**config.mk**
```make
export PLATFORM = sky130hd
export DESIGN_NAME = ahb_sys_port_arbiter
export DESIGN_NICKNAME = d
export VERILOG_FILES = /design/src/rtl/ahb_sys_port_arbiter.sv
export SDC_FILE = /design/constraint.sdc
export NUM_CORES = 1
export LEC_CHECK = 0
export CAP_MARGIN = 40
export CORE_ASPECT_RATIO = 0.7
export CORE_MARGIN = 10
export CORE_UTILIZATION = 39
export CTS_BUF_LIST = sky130_fd_sc_hd__clkbuf_4 sky130_fd_sc_hd__clkbuf_8
export DETAILED_ROUTE_END_ITERATION = 10
export PLACE_DENSITY_LB_ADDON = 0.08
export SLEW_MARGIN = 10
export SYNTH_ARGS = -nofsm -noshare
export SYNTH_HDL_FRONTEND = slang
export SYNTH_SLANG_ARGS = --single-unit
```
**constraint.sdc**
```tcl
create_clock -name clock -period 2.34 [get_ports clock]
set_clock_uncertainty 0.05 [all_clocks]
set_input_delay 0.468 -clock clock [delete_from_list [all_inputs] [get_ports clock]]
set_output_delay 0.468 -clock clock [all_outputs]
set_load 0.01 [all_outputs]
```
**src/rtl/ahb_sys_port_arbiter.sv**
```systemverilog
// Round-robin arbiter sharing one AHB-Lite system-port master between the core
// data path (port 0) and the debug/DMA path (port 1); one transfer in flight at a time.
module ahb_sys_port_arbiter #(
    parameter int          ADDR_W        = 32,
    parameter int          DATA_W        = 32,
    parameter logic [3:0]  HPROT_DEFAULT = 4'b0011
) (
    input  logic                  clock,
    input  logic                  reset,
    input  logic [1:0]            req_valid,
    output logic [1:0]            req_ready,
    input  logic [1:0]            req_write,
    input  logic [2*ADDR_W-1:0]   req_addr,
    input  logic [5:0]            req_size,
    input  logic [2*DATA_W-1:0]   req_wdata,
    output logic [1:0]            resp_valid,
    input  logic [1:0]            resp_ready,
    output logic [DATA_W-1:0]     resp_rdata,
    output logic                  resp_error,
    output logic [ADDR_W-1:0]     haddr,
    output logic [1:0]            htrans,
    output logic                  hwrite,
    output logic [2:0]            hsize,
    output logic [2:0]            hburst,
    output logic [3:0]            hprot,
    output logic [DATA_W-1:0]     hwdata,
    input  logic                  hready,
    input  logic                  hresp,
    input  logic [DATA_W-1:0]     hrdata
);

    typedef enum logic [1:0] {IDLE, ADDR, DATA, RESP} state_t;

    localparam logic [1:0] HTRANS_IDLE   = 2'b00;
    localparam logic [1:0] HTRANS_NONSEQ = 2'b10;

    state_t              state_q, state_d;
    logic                last_grant_q, last_grant_d;
    logic                gnt_q, gnt_d;
    logic [ADDR_W-1:0]   haddr_d;
    logic [1:0]          htrans_d;
    logic                hwrite_d;
    logic [2:0]          hsize_d;
    logic [DATA_W-1:0]   hwdata_d;
    logic [1:0]          resp_valid_d;
    logic [DATA_W-1:0]   resp_rdata_d;
    logic                resp_error_d;

    logic                grant_any;
    logic                grant_idx;
    logic                accept;
    logic                sel_legal;
    logic [ADDR_W-1:0]   sel_addr;
    logic [2:0]          sel_size;
    logic                sel_write;
    logic [DATA_W-1:0]   sel_wdata;

    assign hburst = 3'b000;
    assign hprot  = HPROT_DEFAULT;

    // On contention the requester that did not win last time is granted.
    always_comb begin
        grant_any = |req_valid;
        case (req_valid)
            2'b01:   grant_idx = 1'b0;
            2'b10:   grant_idx = 1'b1;
            2'b11:   grant_idx = ~last_grant_q;
            default: grant_idx = 1'b0;
        endcase
    end

    assign req_ready = (state_q == IDLE && !reset && grant_any) ? (2'b01 << grant_idx) : 2'b00;
    assign accept    = |(req_valid & req_ready);

    assign sel_addr  = grant_idx ? req_addr[2*ADDR_W-1 -: ADDR_W]  : req_addr[ADDR_W-1:0];
    assign sel_wdata = grant_idx ? req_wdata[2*DATA_W-1 -: DATA_W] : req_wdata[DATA_W-1:0];
    assign sel_size  = grant_idx ? req_size[5:3] : req_size[2:0];
    assign sel_write = req_write[grant_idx];

    always_comb begin
        case (sel_size)
            3'd0:    sel_legal = 1'b1;
            3'd1:    sel_legal = ~sel_addr[0];
            3'd2:    sel_legal = (sel_addr[1:0] == 2'b00);
            default: sel_legal = 1'b0;
        endcase
    end

    // NOTE: every next-value is defaulted to its current value first, so no path
    // through the case statement can leave a signal unassigned and infer a latch.
    always_comb begin
        state_d      = state_q;
        last_grant_d = last_grant_q;
        gnt_d        = gnt_q;
        haddr_d      = haddr;
        htrans_d     = htrans;
        hwrite_d     = hwrite;
        hsize_d      = hsize;
        hwdata_d     = hwdata;
        resp_valid_d = resp_valid;
        resp_rdata_d = resp_rdata;
        resp_error_d = resp_error;

        case (state_q)
            IDLE: begin
                if (accept) begin
                    gnt_d        = grant_idx;
                    last_grant_d = grant_idx;
                    if (sel_legal) begin
                        state_d  = ADDR;
                        htrans_d = HTRANS_NONSEQ;
                        haddr_d  = sel_addr;
                        hwrite_d = sel_write;
                        hsize_d  = sel_size;
                        hwdata_d = sel_wdata;
                    end else begin
                        // Illegal requests never reach the bus; answer with an error.
                        state_d      = RESP;
                        resp_valid_d = 2'b01 << grant_idx;
                        resp_rdata_d = '0;
                        resp_error_d = 1'b1;
                    end
                end
            end
            ADDR: begin
                if (hready) begin
                    state_d  = DATA;
                    htrans_d = HTRANS_IDLE;
                end
            end
            DATA: begin
                // The first cycle of a two-cycle ERROR response has hready low and is skipped.
                if (hready) begin
                    state_d      = RESP;
                    resp_valid_d = 2'b01 << gnt_q;
                    resp_rdata_d = hwrite ? '0 : hrdata;
                    resp_error_d = hresp;
                end
            end
            RESP: begin
                if (resp_ready[gnt_q]) begin
                    state_d      = IDLE;
                    resp_valid_d = 2'b00;
                end
            end
            default: state_d = IDLE;
        endcase
    end

    // NOTE: state registers use non-blocking assignments so every flop samples
    // the values from before the edge, independent of statement order.
    always_ff @(posedge clock) begin
        if (reset) begin
            state_q      <= IDLE;
            last_grant_q <= 1'b1;
            gnt_q        <= 1'b0;
            haddr        <= '0;
            htrans       <= HTRANS_IDLE;
            hwrite       <= 1'b0;
            hsize        <= 3'd0;
            hwdata       <= '0;
            resp_valid   <= 2'b00;
            resp_rdata   <= '0;
            resp_error   <= 1'b0;
        end else begin
            state_q      <= state_d;
            last_grant_q <= last_grant_d;
            gnt_q        <= gnt_d;
            haddr        <= haddr_d;
            htrans       <= htrans_d;
            hwrite       <= hwrite_d;
            hsize        <= hsize_d;
            hwdata       <= hwdata_d;
            resp_valid   <= resp_valid_d;
            resp_rdata   <= resp_rdata_d;
            resp_error   <= resp_error_d;
        end
    end

endmodule

```
==> results.yml, run 1 <==
status:
  status: "finished, final reports clean"
grt:
  antenna_found_initial: 1
  grt_pass1_wl_microns: 31100
  grt_pass1_vias: 5404
  grt_overflow: 0
  grt_max_degree: 50
  grt_usage_pct: 22.0
yosys:
  netlist_instances: 599
  syn-cell-area_sq_mm: 0.00485
  synthArstFlopShare_pct: 0
  synth_area_leaders: "dfxtp_1 (45%), nand2_1 (14%), a311oi_1 (12%)"
  synth.avg_cell_area_sq_um: 8.10
  synthTopCellsByCount: "nand2_1 (185), dfxtp_1 (108), nor2_1 (71)"
  synth.most_common_cell: "nand2_1"
  ys_ff_latch: 108
  yosysWarnings: 0
  synth_top_area_cell: "dfxtp_1"
  synth_top_area_share_pct: 44.5
  seq_area_frac_synth_pct: 44.5
  synth_edf_count: 0
  synthFlopType: "dfxtp_1"
  ys_types: 37
clocking:
  clockBufferDepth: 2
  clk_latency_ns: 0.37
  cts_htree_levels: 3
  clock-sinks: 108
  cts_made_buffers: 9
  clkTransAtPathRegs_ns: 0.11
  cts_tree: "yes"
  root_buffer: "clkbuf_8"
  hold_buffers: 0
critical_path:
  crit_path_end_kind: "register"
  max_stage_delay_ns: 0.46
  path_class: "in -> reg"
  crit_path_top_delay_cell: "clkdlybuf4s50_1"
  startpoint_type: "input pin"
  arrival_ns: 2.50
  crit_chain: "clkdlybuf4s50_1 > o21ai_1 > a211oi_1 > buf_4 > buf_4 > nor3_4 > buf_12 > buf_6 > nor2_1 > a311oi_1"
  crit_path_frequent_cell: "buf_4"
  cp.required_ns: 2.55
  crit_fanout: 26
timing:
  fin_crit_sh_pct: 97.8
  timing.slew.headroom_pct: 63.1
  rsz0062_at_grt: "true"
  fin_crit_ns: 2.29
  slew_viol_final: 0
  worstMarginPinSlew_ns: 0.553
  setup_viol_count_final: 0
  max_freq_ghz: 0.437
  finalHoldViolCount: 0
detailed_routing:
  ant_nets: 0
  drc: 0
  wirelength_microns: 20300
  via_per_inst: 5.15
  drt_pass1_iterations: 5
  wl_per_cell_microns: 19.6
  num_vias: 5313
  drtIter0Drc: 288
floorplan:
  die_h_microns: 113
  dieArea_sq_mm: 0.0174
  rows: 33
  initial_core_util_pct: 40.7
  coreArea_sq_mm: 0.0119
  ios: 290
  die_w_microns: 153
finish:
  final_nets: 1050
  areaGrowthSynthToFinish_pct: 66.9
  finalNonFillerCells: 1031
  drive_above_1_share_pct: 6.29
  final_cell_area_sq_mm: 0.00810
  n_antenna_cell: 0
  fillerInstances: 940
pwr:
  p_per_area_mw_per_mm2: 760
  switching_share_pct: 35.2
  power_leakage_nw: 3.09
  peakVddDrop_uv: 510
  intPower_mw: 3.99
  switchingPower_mw: 2.17
  pwr-share-seq_pct: 36.9
  p_clk_share_pct: 18.1
  p_total_mw: 6.16
  combPwrFrac_pct: 45.0
placed_design:
  place_inst: 1013
  portBuffers: 281
  place_congestion: 0.806
  hpwl_microns: 15200
  dpl-instance-area_sq_mm: 0.00785
worst_hold_path:
  hold_path.class: "reg -> reg"
job:
  drv_cap: 0
==> flip-flops by register name (all words and copies together), names as in the netlist <==
name and cells:
hwdata 32, gnt_q 1, last_grant_q 1, resp_error 1, state_q 2, resp_rdata 32, hwrite 1, hsize 3
resp_valid 2, htrans 1, haddr 32
==> power by group through the flow <==
stage / combinational [mW] / sequential [mW] / clock (mW)
3_5_place_dp: 2.71 / 2.31 / 0
2_1_floorplan: 1.41 / 2.40 / 0
4_1_cts: 2.77 / 2.27 / 1.14
5_1_grt: 2.99 / 2.31 / 1.22
6_report: 2.77 / 2.28 / 1.12
3_3_place_gp: 2.64 / 2.30 / 0
==> worst max-delay path: cells and delay by family <==
kind                   cells  cell delay [ns]
AO/OA/AOI/OAI              3             0.66
buffers and inverters      5             1.09
AND/OR/NAND/NOR            2             0.27
==> layout by cell type, fill, tap and decap left out, types with 2 or more instances in the layout <==
cell type        netlist  final
buf_12                 0      4
dfxtp_1              108    108
nor3_1                 4      2
nand2_1              185    185
conb_1                 2      8
nand2b_1              23     23
buf_4                  8     21
nand3_1                2      2
o21ai_0                8      7
inv_1                  8      8
nor2_1                71     71
dlygate4sd2_1          0      3
a21oi_1                4      4
clkbuf_8               0     10
or3_1                  2      2
a211oi_1               3      3
nor3_2                 2      3
clkdlybuf4s50_1        0    277
clkbuf_4               0      2
mux2i_1               33     33
a311oi_1              64     64
ha_1                   5      4
a31oi_1                2      2
clkinv_4               0      2
buf_6                  3      2
a221o_1                2      2
==> cell families (layout without fill, tap and decap cells) <==
group | Yosys count | after routing | share of synthesized area (%)
mux | 33 | 33 | 6.81
compound gates | 95 | 95 | 16.3
fa+ha+maj | 5 | 5 | 1.29
simple gates | 292 | 292 | 24.5
other cells | 2 | 8 | 0.155
buf+inv | 64 | 333 | 6.44
flops | 108 | 108 | 44.5
==> layout make-up <==
| class | count | area (sq um) | area share (%) |
|---|---|---|---|
| flip-flops and latches | 108 | 2160 | 26.7 |
| clock inverters | 4 | 33.8 | 0.417 |
| inverters | 8 | 30.0 | 0.371 |
| clock buffers | 12 | 153 | 1.88 |
| well taps | 157 | 196 | 2.43 |
| repair buffers | 309 | 3100 | 38.2 |
| multi-input cells | 433 | 2430 | 30.0 |
==> metrics by stage <==
stage / TNS (ns) / setup slack, ns / hold slack [ns] / utilization, %
floorplan: 0 / 0.376 / 0.415 / -
global placement: -24.37 / -0.320 / 0.394 / 65.8
detailed placement: -29.71 / -0.433 / 0.395 / 65.8
CTS: 0 / 0.0410 / 0.426 / 67.8
global route: -0.0531 / -0.0318 / 0.444 / 67.9
finish: 0 / 0.0525 / 0.424 / 67.9
==> metal layers <==
layer  share of wire, %  vias up  GRT usage (%)
met2                 48      226           36.9
met4                1.9        2           5.52
met1                 41     2490           25.6
met5              0.089        -              0
met3                9.9       29           9.00
li1                   -     2566              -
==> final timing paths <==
check	from	endpoint	cells past startpoint	slack [ns]
hold / removal	resp_rdata[20]	resp_rdata[20]	2	0.42
hold reg to reg	resp_rdata[20]	resp_rdata[20]	2	0.42
setup reg to reg	state_q[0]	hwdata[29]	9	0.25
setup / recovery	req_addr[0]	hwdata[29]	10	0.05
==> what timing repair did <==
item                                    CTS  global route
endpoints found under the hold margin     0             0
endpoints found under the setup margin   12            51
gates cloned                              1             0
gates resized for setup                   7             1
pin swaps                                 1             0
buffers inserted                          1             0
Power figures use the tool's default switching activity.
==> run 2: changes to the inputs <==
==> constraint.sdc (replaced) <==
create_clock -name clock -period 2.46 [get_ports clock]
set_clock_uncertainty 0.05 [all_clocks]
set_input_delay 0.492 -clock clock [delete_from_list [all_inputs] [get_ports clock]]
set_output_delay 0.492 -clock clock [all_outputs]
set_load 0.01 [all_outputs]
==> results.yml, run 2 (same netlist as run 1, synthesis figures left out) <==
finish:
  areaGrowthSynthToFinish_pct: 66.5
  drive_above_1_share_pct: 5.42
  n_antenna_cell: 0
  final_nets: 1043
  layout_common_cells: "clkdlybuf4s50_1 (277), nand2_1 (185), dfxtp_1 (108), nor2_1 (71), a311oi_1 (64)"
  reg_top3: "haddr: 32 flops, hwdata: 32 flops, resp_rdata: 32 flops"
  final_common_cell: "clkdlybuf4s50_1"
  final_cell_area_sq_mm: 0.00808
critical_path:
  startpoint: "req_valid[1]"
  crit_path_end_kind: "output port"
  arrival_ns: 1.73
  path_class: "in -> out"
  startpoint_type: "input pin"
  crit_fanout: 4
  cp.required_ns: 1.92
  r2r_start: "state_q[0]"
timing:
  finalHoldViolCount: 0
  fin_crit_ns: 2.27
  timing.slew.headroom_pct: 66.3
  fin_ws_ns: 0.185
  fin_crit_sh_pct: 92.5
  max_freq_ghz: 0.440
  worstMarginPinSlew_ns: 0.506
  setup_viol_count_final: 0
  rsz0062_at_grt: "false"
  slew_viol_final: 0
floorplan:
  initial_core_util_pct: 40.7
  coreArea_sq_mm: 0.0119
  die_h_microns: 113
  die_w_microns: 153
  dieArea_sq_mm: 0.0174
  rows: 33
  ios: 290
pwr:
  pwr-share-seq_pct: 35.9
  combPwrFrac_pct: 42.3
  p_per_area_mw_per_mm2: 745
  switching_share_pct: 33.6
  power_leakage_nw: 3.06
  p_clk_share_pct: 21.8
  p_total_mw: 6.02
  intPower_mw: 4.00
  peakVddDrop_uv: 502
  switchingPower_mw: 2.03
grt:
  antenna_found_initial: 1
  grt_pass1_wl_microns: 29800
  grt_pass1_vias: 5222
  grt_max_degree: 77
  grt_overflow: 0
  grt_usage_pct: 20.9
placed_design:
  portBuffers: 281
  dpl_worst_slack_ns: -0.184
  place_congestion: 0.832
  dpl-instance-area_sq_mm: 0.00784
  hpwl_microns: 14700
detailed_routing:
  num_vias: 5256
  drc: 0
  drt_pass1_iterations: 5
  wl_per_cell_microns: 18.9
  wirelength_microns: 19300
  via_per_inst: 5.13
  drtIter0Drc: 369
  ant_nets: 0
clocking:
  root_buffer: "clkbuf_8"
  clkTransAtPathRegs_ns: 0.10
  clockBufferDepth: 2
  clk_latency_ns: 0.37
  clock-sinks: 108
  cts_tree: "yes"
  cts_made_buffers: 9
  cts_htree_levels: 3
job:
  drv_cap: 0
worst_hold_path:
  hold_start: "resp_rdata[28]"
  hold_path.class: "reg -> reg"
status:
  status: "finished, final reports clean"
## run 2: cell types whose count changed in the layout (fill, tap and decap cells not counted), moves of 2 or more
cell,change
bufinv_16,+3
clkbuf_4,-2
buf_4,-5
buf_6,-2
## run 2: cell type report
| type | count | area [sq um] |
|---|---|---|
| Clock buffer | 9 | 124 |
| Clock inverter | 7 | 123 |
| Fill cell | 999 | 3850 |
| Inverter | 8 | 30.0 |
| Multi-Input combinational cell | 433 | 2420 |
| Sequential cell | 108 | 2160 |
| Tap cell | 157 | 196 |
| Timing Repair Buffer | 302 | 3020 |
## run 2: metal layers
metal / global-route usage (%) / share of wire, % / vias up / routed length [microns]
li1: - / - / 2548 / -
met1: 24.6 / 41 / 2467 / 7870
met2: 35.8 / 49 / 225 / 9440
met3: 8.29 / 9.6 / 14 / 1850
met4: 3.58 / 0.84 / 2 / 162
met5: 0 / 0.067 / - / 13
## run 2: power groups by stage
stage | sequential, mW | clock [mW] | combinational (mW)
global placement | 2.18 | 0 | 2.49
global route | 2.19 | 1.43 | 2.76
finish | 2.16 | 1.31 | 2.55
floorplan | 2.29 | 0 | 1.35
CTS | 2.16 | 1.35 | 2.57
detailed placement | 2.20 | 0 | 2.55
## run 2: worst max-delay path, stage by stage
cell             delay [ns]
clkdlybuf4s50_1        0.54
a21boi_4               0.22
buf_4                  0.14
nor2_1                 0.04
dlygate4sd2_1          0.29
## run 2: metrics by stage
stage	hold slack (ns)	setup TNS, ns	instances	util (%)
6_report	0.421	0	1024	67.7
3_5_place_dp	0.407	-9.11	1008	65.7
2_1_floorplan	0.415	0	605	-
5_1_grt	0.446	0	1024	67.7
3_3_place_gp	0.395	-2.99	1007	65.5
4_1_cts	0.422	0	1024	67.7
## run 2: final timing paths
path | endpoint | slack [ns] | cells after the start
setup / recovery | req_ready[0] | 0.19 | 5
hold / removal | resp_rdata[28] | 0.42 | 2
setup reg to reg | hwdata[10] | 0.32 | 8
hold reg to reg | resp_rdata[28] | 0.42 | 2
## run 2: timing repair
| item | 4_1_cts | 5_1_grt |
|---|---|---|
| setup endpoints to repair | 2 | 0 |
| gates resized for setup | 4 | 0 |
| hold buffers | 0 | 0 |
| setup buffers | 0 | 0 |
